<file path="config.mk">
export PLATFORM = sky130hd
export DESIGN_NAME = dsp_mac_sequencer
export DESIGN_NICKNAME = d
export VERILOG_FILES = /design/src/rtl/dsp_mac_sequencer_pkg.sv /design/src/rtl/dsp_mac_sequencer_tag.sv /design/src/rtl/dsp_mac_sequencer.sv
export SDC_FILE = /design/constraint.sdc
export NUM_CORES = 1
export LEC_CHECK = 0
export ABC_AREA = 1
export CAP_MARGIN = 20
export CORE_MARGIN = 2
export CORE_UTILIZATION = 42
export CTS_BUF_LIST = sky130_fd_sc_hd__clkbuf_16
export DETAILED_ROUTE_END_ITERATION = 8
export PLACE_DENSITY = 0.95
export SLEW_MARGIN = 15
export SYNTH_ARGS = -nofsm -noshare
export SYNTH_HDL_FRONTEND = slang
export SYNTH_SLANG_ARGS = --single-unit
</file>
<file path="constraint.sdc">
create_clock -name clk -period 5.1 [get_ports clk]
set_input_delay 1.02 -clock clk [delete_from_list [all_inputs] [get_ports clk]]
set_output_delay 1.02 -clock clk [all_outputs]
set_load 0.005 [all_outputs]
</file>
<file path="src/rtl/dsp_mac_sequencer_pkg.sv">
// Shared widths, slice opcodes and sequencer state encoding for the MAC sequencer.
package dsp_mac_sequencer_pkg;
  localparam int A_W   = 18;
  localparam int P_W   = 48;
  localparam int OP_W  = 8;
  localparam int CNT_W = 11;

  localparam logic [OP_W-1:0] OP_ZERO = 8'h00;
  localparam logic [OP_W-1:0] OP_LOAD = 8'h01;
  localparam logic [OP_W-1:0] OP_HOLD = 8'h08;
  localparam logic [OP_W-1:0] OP_ACC  = 8'h09;

  typedef enum logic [1:0] {
    ST_IDLE  = 2'd0,
    ST_RUN   = 2'd1,
    ST_DRAIN = 2'd2,
    ST_HOLD  = 2'd3
  } state_t;
endpackage

</file>
<file path="src/rtl/dsp_mac_sequencer_tag.sv">
// Resettable tag delay line; DEPTH of 0 collapses to a plain wire.
module dsp_tag_delay #(
  parameter int WIDTH = 8,
  parameter int DEPTH = 1
) (
  input  logic             clk,
  input  logic             rst_n,
  input  logic [WIDTH-1:0] d,
  output logic [WIDTH-1:0] q
);
  generate
    if (DEPTH == 0) begin : g_wire
      logic unused_clk_rst;
      assign unused_clk_rst = clk ^ rst_n;
      assign q = d;
    end else begin : g_pipe
      logic [DEPTH-1:0][WIDTH-1:0] pipe;
      always_ff @(posedge clk or negedge rst_n) begin
        if (!rst_n) begin
          pipe <= '0;
        end else begin
          pipe[0] <= d;
          for (int i = 1; i < DEPTH; i++) pipe[i] <= pipe[i-1];
        end
      end
      assign q = pipe[DEPTH-1];
    end
  endgenerate
endmodule

</file>
<file path="src/rtl/dsp_mac_sequencer.sv">
// Streams packets of unsigned 18x18 operand pairs into a pipelined DSP slice and
// returns one accumulated 48-bit sum per packet over a valid/ready result port.
module dsp_mac_sequencer
  import dsp_mac_sequencer_pkg::*;
#(
  parameter int LATENCY    = 3,
  parameter int OPMODE_DLY = 1,
  parameter int MAX_LEN    = 1024
) (
  input  logic             clk,
  input  logic             rst_n,
  input  logic             s_valid,
  output logic             s_ready,
  input  logic [A_W-1:0]   s_a,
  input  logic [A_W-1:0]   s_b,
  input  logic             s_last,
  output logic [A_W-1:0]   dsp_a,
  output logic [A_W-1:0]   dsp_b,
  output logic [A_W-1:0]   dsp_d,
  output logic [P_W-1:0]   dsp_c,
  output logic [OP_W-1:0]  dsp_opmode,
  input  logic [P_W-1:0]   dsp_p,
  input  logic             dsp_carryout,
  output logic             m_valid,
  input  logic             m_ready,
  output logic [P_W-1:0]   m_data,
  output logic             m_carry,
  output logic [CNT_W-1:0] m_count,
  output logic             m_err
);
  localparam int DW = (LATENCY < 1) ? 1 : $clog2(LATENCY + 1);

  state_t            state;
  logic [OP_W-1:0]   issue_tag;
  logic [DW-1:0]     drain_cnt;
  logic              accept;
  logic              acc_at_adder;
  logic [CNT_W-1:0]  cnt_inc;

  assign accept  = s_valid & s_ready;
  assign cnt_inc = m_count + CNT_W'(1);
  assign dsp_c   = '0;
  assign dsp_d   = '0;

  dsp_tag_delay #(.WIDTH(OP_W), .DEPTH(OPMODE_DLY)) u_opmode_dly (
    .clk   (clk),
    .rst_n (rst_n),
    .d     (issue_tag),
    .q     (dsp_opmode)
  );

  // Marks the cycles in which an accumulate result (and its carry) leaves the slice.
  dsp_tag_delay #(.WIDTH(1), .DEPTH(LATENCY)) u_adder_dly (
    .clk   (clk),
    .rst_n (rst_n),
    .d     (issue_tag == OP_ACC),
    .q     (acc_at_adder)
  );

  always_ff @(posedge clk or negedge rst_n) begin
    if (!rst_n) begin
      state     <= ST_IDLE;
      s_ready   <= 1'b0;
      m_valid   <= 1'b0;
      m_data    <= '0;
      m_carry   <= 1'b0;
      m_count   <= '0;
      m_err     <= 1'b0;
      dsp_a     <= '0;
      dsp_b     <= '0;
      issue_tag <= OP_ZERO;
      drain_cnt <= '0;
    end else begin
      dsp_a <= accept ? s_a : '0;
      dsp_b <= accept ? s_b : '0;
      if (acc_at_adder && dsp_carryout) m_carry <= 1'b1;
      unique case (state)
        ST_IDLE: begin
          issue_tag <= OP_ZERO;
          s_ready   <= 1'b1;
          if (accept) begin
            issue_tag <= OP_LOAD;
            m_count   <= CNT_W'(1);
            m_carry   <= 1'b0;
            m_err     <= (MAX_LEN == 1) && !s_last;
            if (s_last || MAX_LEN == 1) begin
              state     <= ST_DRAIN;
              s_ready   <= 1'b0;
              drain_cnt <= '0;
            end else begin
              state <= ST_RUN;
            end
          end
        end
        ST_RUN: begin
          issue_tag <= OP_HOLD;
          if (accept) begin
            issue_tag <= OP_ACC;
            m_count   <= cnt_inc;
            if (s_last || cnt_inc == CNT_W'(MAX_LEN)) begin
              state     <= ST_DRAIN;
              s_ready   <= 1'b0;
              drain_cnt <= '0;
              m_err     <= !s_last;
            end
          end
        end
        // First DRAIN cycle carries the closing beat; its sum is on dsp_p LATENCY cycles later.
        ST_DRAIN: begin
          issue_tag <= OP_HOLD;
          drain_cnt <= drain_cnt + DW'(1);
          if (drain_cnt == DW'(LATENCY)) begin
            state     <= ST_HOLD;
            issue_tag <= OP_ZERO;
            m_data    <= dsp_p;
            m_valid   <= 1'b1;
          end
        end
        ST_HOLD: begin
          issue_tag <= OP_ZERO;
          if (m_ready) begin
            m_valid <= 1'b0;
            s_ready <= 1'b1;
            state   <= ST_IDLE;
          end
        end
        default: state <= ST_IDLE;
      endcase
    end
  end
endmodule

</file>
-- After elaboration in Yosys (flattened, before gate mapping)
Cells that the tools add are included.
- input bits: 90
- flip-flop bits (word level): 122
- logic and storage cells: 82
- bitwise logic cells: 1
- muxes and demuxes: 37
- reductions and logical operators: 15
- add/subtract/negate cells: 2
- eq/ne operators: 12
- operators with widths (cell ; number):
    18-bit 2-to-1 mux ; 2
    8-bit case mux with 4 select lines ; 1
    11-bit 2-to-1 mux ; 2
    11-bit case mux with 2 select lines ; 1
    2-bit 2-to-1 mux ; 10
    1-bit 2-to-1 mux ; 15
    2-bit != test, second input constant ; 6
    11-bit by 1-bit adder with 11-bit output, second input constant ; 1
    11-bit == test, second input constant ; 1
    5-bit AND reduction ; 2
    8-bit by 4-bit == test with 1-bit output, second input constant ; 1
    2-bit case mux with 4 select lines ; 1
    4-bit AND reduction ; 2
    2-bit == test, second input constant ; 3
    2-bit case mux with 3 select lines ; 1
    3-bit AND reduction ; 2
    3-bit nonzero test ; 2
    4-bit 2-to-1 mux ; 1
    1-bit case mux with 2 select lines ; 2
    2-bit nonzero test ; 2
    1-bit case mux with 3 select lines ; 1
    2-bit by 1-bit adder with 2-bit output, second input constant ; 1
    2-bit by 1-bit == test with 1-bit output, second input constant ; 1
    2-bit zero test ; 1
    5 further kinds ; 5

-- Longest topological paths before layout
Gate-level depths: netlist of run 1.
- depth in word-level cells: 6
- gate-level depth with buffers: 12
- mapped depth without buffers: 12

-- Modules after synthesis
From an unflattened synthesis of run 1, not the netlist that was laid out.
- cells, all modules: 466
- area, all modules: 5042.3 um^2
- by module, submodules not included (module ; sequential area each (um^2) ; area an instance (um^2) ; times used ; cells each):
    dsp_mac_sequencer ; 2627.5 ; 4767.1 ; 1 ; 455
    dsp_tag_delay (u_opmode_dly) ; 200.2 ; 200.2 ; 1 ; 8
    dsp_tag_delay (u_adder_dly) ; 75.1 ; 75.1 ; 1 ; 3

-- Worst setup path before layout of run 1
OpenSTA, ideal clock, no wires.
- kind: input-to-reg
- start point: input port s_valid
- end point: register m_err
- stages on the path: 6
- arrival: 1.787 ns
- setup slack: 3.196 ns
- library setup time: 0.118 ns
- buffers on the path: 0
- cell sequence: nand2_1 > inv_1 > o21ai_0 > clkinv_1 > nand3_1 > nand2_1
- word-level cells in the longest chain between the ends: 3
- RTL lines (item ; line ; RTL):
    from (decl) ; dsp_mac_sequencer.sv:12 ; input logic s_valid,
    1-bit bitwise AND * ; dsp_mac_sequencer.sv:40 ; assign accept = s_valid & s_ready;
    2-bit != test (no source line) ; -- ;
    4-bit AND reduction (no source line) * ; -- ;
    to (signal assigned) ; dsp_mac_sequencer.sv:85 ; m_err <= (MAX_LEN == 1) && !s_last;
    to (signal assigned) ; dsp_mac_sequencer.sv:104 ; m_err <= !s_last;
    to (decl) ; dsp_mac_sequencer.sv:29 ; output logic m_err
Every way passes the cells marked *; elsewhere a longest branch is shown, timed or not.
A chain may end at the register's enable or synchronous reset.

-- Worst setup path after layout of run 1
- start point: input port s_valid
- end point: register m_count[5]
- word-level cells in the longest chain between the ends: 3
- RTL lines (item ; line ; RTL):
    1-bit bitwise AND * ; dsp_mac_sequencer.sv:40 ;
    2-bit != test (no source line) ; -- ;
    3-bit AND reduction (no source line) * ; -- ;
    to (signal assigned) ; dsp_mac_sequencer.sv:99 ; m_count <= cnt_inc;
    to (decl) ; dsp_mac_sequencer.sv:28 ; output logic [CNT_W-1:0] m_count,
Marked as above.

==> metrics.md, run 1 <==
| Metric | Value |
|---|---|
| Status | `completed` |
| DR vias | `3573` |
| Final Instance Area | `0.00699 mm²` |
| Peak supply drop | `241 µV` |
| Clock latency on the worst-skew pair | `0.35 ns` |
| ANT nets after route | `0` |
| # hold bufs at CTS | `0` |
| Syn_area_per_cell | `10.5 µm²` |
| Cells along the critical path | `clkdlybuf4s50_1, nand2_1, buf_4, inv_1, o21ai_0, clkinv_1, o22ai_1` |
| Final setup viols | `0` |
| Type of the worst min-delay path | `reg -> reg` |
| GRT Total Usage | `0.176` |
| Clk pwr share | `0.222` |
| Final Slew Violations | `0` |
| IO Port Bufs | `190` |
| Crit path max-delay family | `buffers and inverters` |
| Initial antenna violation count | `0` |
| Leak | `0.00335 µW` |
| Net Sw Frac | `0.298` |
| Core area | `0.0114 mm²` |
| Number of vias per cell | `4.43` |
| Post-CTS Setup Bufs | `0` |
| Pre-antenna DRT Iters | `5` |
| Clock sink count | `110` |
| Die H | `112 µm` |
| CP max stage cell | `clkdlybuf4s50_1` |
| Logic pwr share | `0.365` |
| Final Skew | `0.0107 ns` |
| Largest net degree at the start of global routing | `76` |
| DRT iter0 DRCs | `190` |
| Routed wire per std cell | `13.6 µm` |
| Int Power | `2220 µW` |
| Ant diodes | `0` |
| Sequential-to-total area share from yosys stat | `0.564` |
| Predominant post-synthesis flop cell | `dfrtp_1` |
| Crit-path max cell delay | `0.40 ns` |
| RSZ-0062 raised after global routing | `false` |
| Site Rows | `39` |
| Post-synthesis cell area | `0.00488 mm²` |
| Worst Path Max Fanout | `42` |
| CP Launch Type | `input pin` |
| Worst Path Buf+Inv | `4` |
| # DRC | `0` |
| Post-layout minimum cycle time | `2.59 ns` |
| Routability cong. | `0.830` |
| Share of layout cells above drive strength 1 | `0.108` |
| First-pass GRT wire length | `17600 µm` |
| Synth cell types | `24` |
| Total wire length | `11000 µm` |
| Number of synthesized register bits | `110` |
| TritonCTS buffer count | `9` |
| Number of flops mapped to enable cells by yosys | `0` |
| Crit path DAT | `2.85 ns` |
| Die X | `112 µm` |
| Vias in the first global route | `3514` |
| Sequential share of power | `0.413` |
| Synth-to-layout area growth | `43.1%` |
| Synth warn | `0` |
| Grt ovf | `0` |
| CTS root buf | `clkbuf_16` |
| Commonest cells post-synth | `dfrtp_1, buf_4, inv_1, nand2_1, nor2_1` |
| Setup TNS | `0 ns` |
| Crit path kind | `in -> reg` |
| Tcrit/Tclk final | `0.509` |
| Post-synth top area share | `0.564` |
| Peak Freq | `0.385 GHz` |
| Slew headroom | `0.393` |
| Max-Cap Viols | `0` |
| H-tree Lvls | `3` |
| Pwr Density | `453 mW/mm²` |
| Hold Vio Cnt, Final | `0` |
| Count leader, synth | `dfrtp_1` |
| CTS max path bufs | `2` |
| Worst EP required | `5.36 ns` |
| CP Capture Type | `register` |
| Syn Inst Count | `465` |
| Switching power | `945 µW` |
| Largest cells by area after synthesis | `dfrtp_1, buf_4, mux2_2` |
| Final nets | `757` |
| CTS tree | `yes` |
| Clock transition at path regs | `0.07 ns` |
| I/O pin count | `263` |
| HPWL Detailed | `8400 µm` |
| Cell Area, Placed | `0.00669 mm²` |
| DIE AREA | `0.0125 mm²` |
| Worst slew pin tran | `0.910 ns` |
| Async S/R FF share, synth | `1.00` |
| Starting density of the core | `0.429` |
| Post-synth top area cell | `dfrtp_1` |
| Gates resized, CTS repair | `0` |
==> worst register-to-register path: cells and delay by family (launching register included) <==
kind                       cells  cell delay [ns]
muxes                          1             0.37
adders and majority gates      1             0.29
DFF                            1             0.43
and+or+nand+nor                1             0.37
buffers and inverters          2             0.42
==> through the flow <==
stage	hold slack, ns	power, µW	util	cells	worst slack [ns]
finish	0.357	3170	0.614	807	2.51
global route	0.367	3380	0.614	807	2.28
CTS	0.360	3200	0.614	807	2.52
detailed placement	0.343	2490	0.588	791	2.16
global placement	0.334	2440	0.586	790	2.23
floorplan	0.331	1810	-	536	3.20
==> final timing paths <==
path                                                  from       endpoint  slack (ns)  cells past startpoint
worst max-delay path                               s_valid     m_count[5]        2.51                      7
worst min-delay path            u_adder_dly.g_pipe.pipe[1]  u_adder_dly.q        0.36                      0
worst max register to register                    state[0]     m_data[11]        3.10                      5
worst min register to register  u_adder_dly.g_pipe.pipe[1]  u_adder_dly.q        0.36                      0
max in group asynchronous                            rst_n      m_data[7]        3.28                      2
min in group asynchronous                            rst_n     m_count[5]        0.80                      1
==> cell usage in the layout, fill, tap and decap left out, types with 4 or more instances in the layout <==
| cell type | netlist | layout |
|---|---|---|
| o22ai_1 | 4 | 4 |
| mux2_2 | 48 | 48 |
| nand3_1 | 13 | 13 |
| nand4_1 | 5 | 5 |
| nand2_1 | 56 | 55 |
| a21oi_1 | 5 | 5 |
| clkdlybuf4s50_1 | 0 | 189 |
| inv_1 | 59 | 59 |
| ha_1 | 8 | 8 |
| clkbuf_16 | 0 | 9 |
| o21ai_0 | 12 | 12 |
| nor2_1 | 52 | 52 |
| conb_1 | 1 | 72 |
| dfrtp_1 | 110 | 110 |
==> layout make-up <==
cell class / count / area (µm²)
Inverter: 60 / 225
Clock buffer: 9 / 225
Tap cell: 143 / 179
Timing Repair Buffer: 193 / 1930
Sequential cell: 110 / 2750
Fill cell: 929 / 4380
Clock inverter: 7 / 73.8
Multi-Input combinational cell: 285 / 1600
==> metal layers <==
metal | GRT usage | routed length [µm] | up-vias
li1 | - | - | 1692
met1 | 0.201 | 4090 | 1719
met2 | 0.321 | 6000 | 145
met3 | 0.0419 | 729 | 17
met4 | 0.0642 | 174 | 0
met5 | 0 | 0 | -
==> kinds of logic (layout without fill, tap and decap cells) <==
logic type | count (synthesis) | in the layout | synth area share
adder cells (fa/ha/maj) | 8 | 8 | 0.0205
buffers and inverters | 141 | 269 | 0.164
flip-flops | 110 | 110 | 0.564
AND/OR/NAND/NOR | 130 | 130 | 0.108
multiplexers | 48 | 48 | 0.111
AO/OA/AOI/OAI | 27 | 27 | 0.0318
other | 1 | 72 | 0.000768
==> flip-flops by register name, summed over array words and instances, names as in the netlist, 2 cells and up <==
name and flops:
dsp_a 18, drain_cnt 2, issue_tag 2, state 2
m_count 11, dsp_b 18, u_adder_dly.g_pipe.pipe 2, m_data 48
u_opmode_dly.q 2
==> power by group through the flow <==
stage / logic, µW / clock network (µW) / registers [µW]
after CTS: 1170 / 721 / 1310
final: 1160 / 704 / 1310
after floorplan: 483 / 0 / 1320
after global routing: 1270 / 762 / 1340
after detailed placement: 1170 / 0 / 1330
after global placement: 1130 / 0 / 1310
Note: power is estimated with default switching activity, not from simulation.
==> run 2: changes to the inputs <==
Settings changed: CORE_UTILIZATION 42 to 39, PLACE_DENSITY 0.95 to 0.92.
Clock period 5.1 ns to 2.5 ns, I/O delays scaled along.
==> run 2 against run 1 <==
- combinational power up 110%
- highest routed layer unchanged
- clock-buffer cell count unchanged
- largest power group unchanged
- largest cell class unchanged
- critical endpoint is now drain_cnt[0]
- sequential cell count unchanged
- hold slack worse by 0.25 ns
==> metrics.md, run 2 (same netlist as run 1, synthesis figures left out) <==
| Metric | Value |
|---|---|
| Vias in the first global route | `3455` |
| Total wire length | `11000 µm` |
| Grt met2 use | `0.285` |
| Tcrit/Tclk final | `0.786` |
| ANT nets after route | `0` |
| CTS max path bufs | `2` |
| Final setup viols | `0` |
| Worst Path Max Fanout | `10` |
| Final Slew Violations | `0` |
| CP Capture Type | `register` |
| Status | `completed` |
| Core area | `0.0121 mm²` |
| Leak | `0.00339 µW` |
| M3 GR Usage | `0.0418` |
| CP Launch Type | `register` |
| Routed wire per std cell | `13.2 µm` |
| Pre-antenna DRT Iters | `4` |
| Worst EP required | `2.74 ns` |
| Top Registers | `m_data: 48 flops, dsp_a: 18 flops, dsp_b: 18 flops` |
| DIE AREA | `0.0134 mm²` |
| # hold bufs at CTS | `0` |
| Grt peak-use layer | `met2` |
| CTS tree | `yes` |
| CTS root buf | `clkbuf_16` |
| Clock latency on the worst-skew pair | `0.34 ns` |
| Clock sink count | `110` |
| Peak supply drop | `425 µV` |
| Peak Freq | `0.509 GHz` |
| Final Skew | `0.00663 ns` |
| Crit-path max cell delay | `0.43 ns` |
| DP Cell Count | `819` |
| Die H | `116 µm` |
| DRT iter0 DRCs | `178` |
| R2R depth | `12` |
| Most frequent cells in the layout | `clkdlybuf4s50_1, dfrtp_1, conb_1, inv_1, nand2_1` |
| Cells along the critical path | `ha_1, nand2_1, nor2_1, nand2_1, nand2_1, nand3_1, nor2_1, nand3_1, nand2_2, nand3_1, nand2_1, nand2_1` |
| Levels on crit path | `12` |
| Post-layout minimum cycle time | `1.97 ns` |
| Initial antenna violation count | `0` |
| # DRC | `0` |
| Gates resized, CTS repair | `0` |
| Setup TNS | `0 ns` |
| DR vias | `3571` |
| Grt ovf | `0` |
| Worst Path Buf+Inv | `0` |
| Final nets | `760` |
| CP max stage cell | `dfrtp_1` |
| Crit path kind | `reg -> reg` |
| Max-Cap Viols | `0` |
| Crit path DAT | `2.20 ns` |
| Largest net degree at the start of global routing | `55` |
| H-tree Lvls | `3` |
| Setup WS pre-CTS | `0.423 ns` |
| Most flop-heavy register | `m_data` |
| I/O pin count | `263` |
| Share of layout cells above drive strength 1 | `0.114` |
| Post-route non-filler standard cell count | `836` |
| RSZ-0062 raised after global routing | `false` |
| Met1 Use GR | `0.181` |
| Die X | `116 µm` |
| Post-CTS Setup Bufs | `0` |
| HPWL Detailed | `8390 µm` |
| Hold Vio Cnt, Final | `0` |
| Synth-to-layout area growth | `45.0%` |
| Setup ws final | `0.535 ns` |
| Number of flip-flops under the largest register name | `48` |
| Type of the worst min-delay path | `in -> async` |
| TritonCTS buffer count | `9` |
| Crit path max-delay family | `simple AND/OR/NAND/NOR gates` |
| Commonest non-fill, non-tap cell in the layout | `clkdlybuf4s50_1` |
| Clock transition at path regs | `0.07 ns` |
| Site Rows | `40` |
| Number of vias per cell | `4.27` |
| Routability cong. | `0.895` |
| Pwr Density | `931 mW/mm²` |
| Starting density of the core | `0.403` |
| First-pass GRT wire length | `16800 µm` |
| GRT Total Usage | `0.162` |
| Worst path most repeated cell | `nand2_1` |
| IO Port Bufs | `190` |
==> run 2: changes by cell type in the layout (fill, tap and decap cells not counted), sizes merged <==
cell,before,now
inv,60,61
diode,0,1
clkinvlp,3,1
buf,4,7
bufinv,1,2
==> run 2: report_power, final <==
part	switching [µW]	total, µW	internal, µW
Combinational	946	2380	1440
Sequential	340	2670	2330
Clock	654	1540	882
==> run 2: per-stage QoR <==
stage	instance area, µm²	power (µW)	hold slack [ns]	util
6_report	7080	6580	0.109	0.584
5_1_grt	7070	7030	0.151	0.584
4_1_cts	7070	6670	0.115	0.584
3_5_place_dp	6750	5110	0.338	0.558
3_3_place_gp	6750	4990	0.333	0.558
2_1_floorplan	5150	3680	0.204	-
==> run 2: routing by layer <==
layer | routed length (µm) | vias to the layer above | share of wire
li1 | - | 1712 | -
met1 | 4020 | 1685 | 0.36
met2 | 5910 | 158 | 0.54
met3 | 878 | 16 | 0.080
met4 | 229 | 0 | 0.021
met5 | 0 | - | 0
==> run 2: worst paths after layout <==
| check | startpoint | slack, ns | end |
|---|---|---|---|
| worst max-delay path | m_count[0] | 0.53 | drain_cnt[0] |
| worst min-delay path | rst_n | 0.11 | m_data[9] |
| worst max register to register | m_count[0] | 0.53 | drain_cnt[0] |
| worst min register to register | u_adder_dly.g_pipe.pipe[0] | 0.35 | u_adder_dly.g_pipe.pipe[1] |
| max in group asynchronous | rst_n | 1.73 | u_opmode_dly.q[3] |
| min in group clk | u_adder_dly.g_pipe.pipe[0] | 0.35 | u_adder_dly.g_pipe.pipe[1] |
==> run 2: cell type report <==
class | instances | area, µm²
fillers | 1025 | 5040
flip-flops and latches | 110 | 2750
repair buffers | 196 | 1970
multi-input cells | 285 | 1600
clock buffers | 9 | 225
inverters | 60 | 225
well taps | 168 | 210
clock inverters | 7 | 95.1
diodes | 1 | 2.50
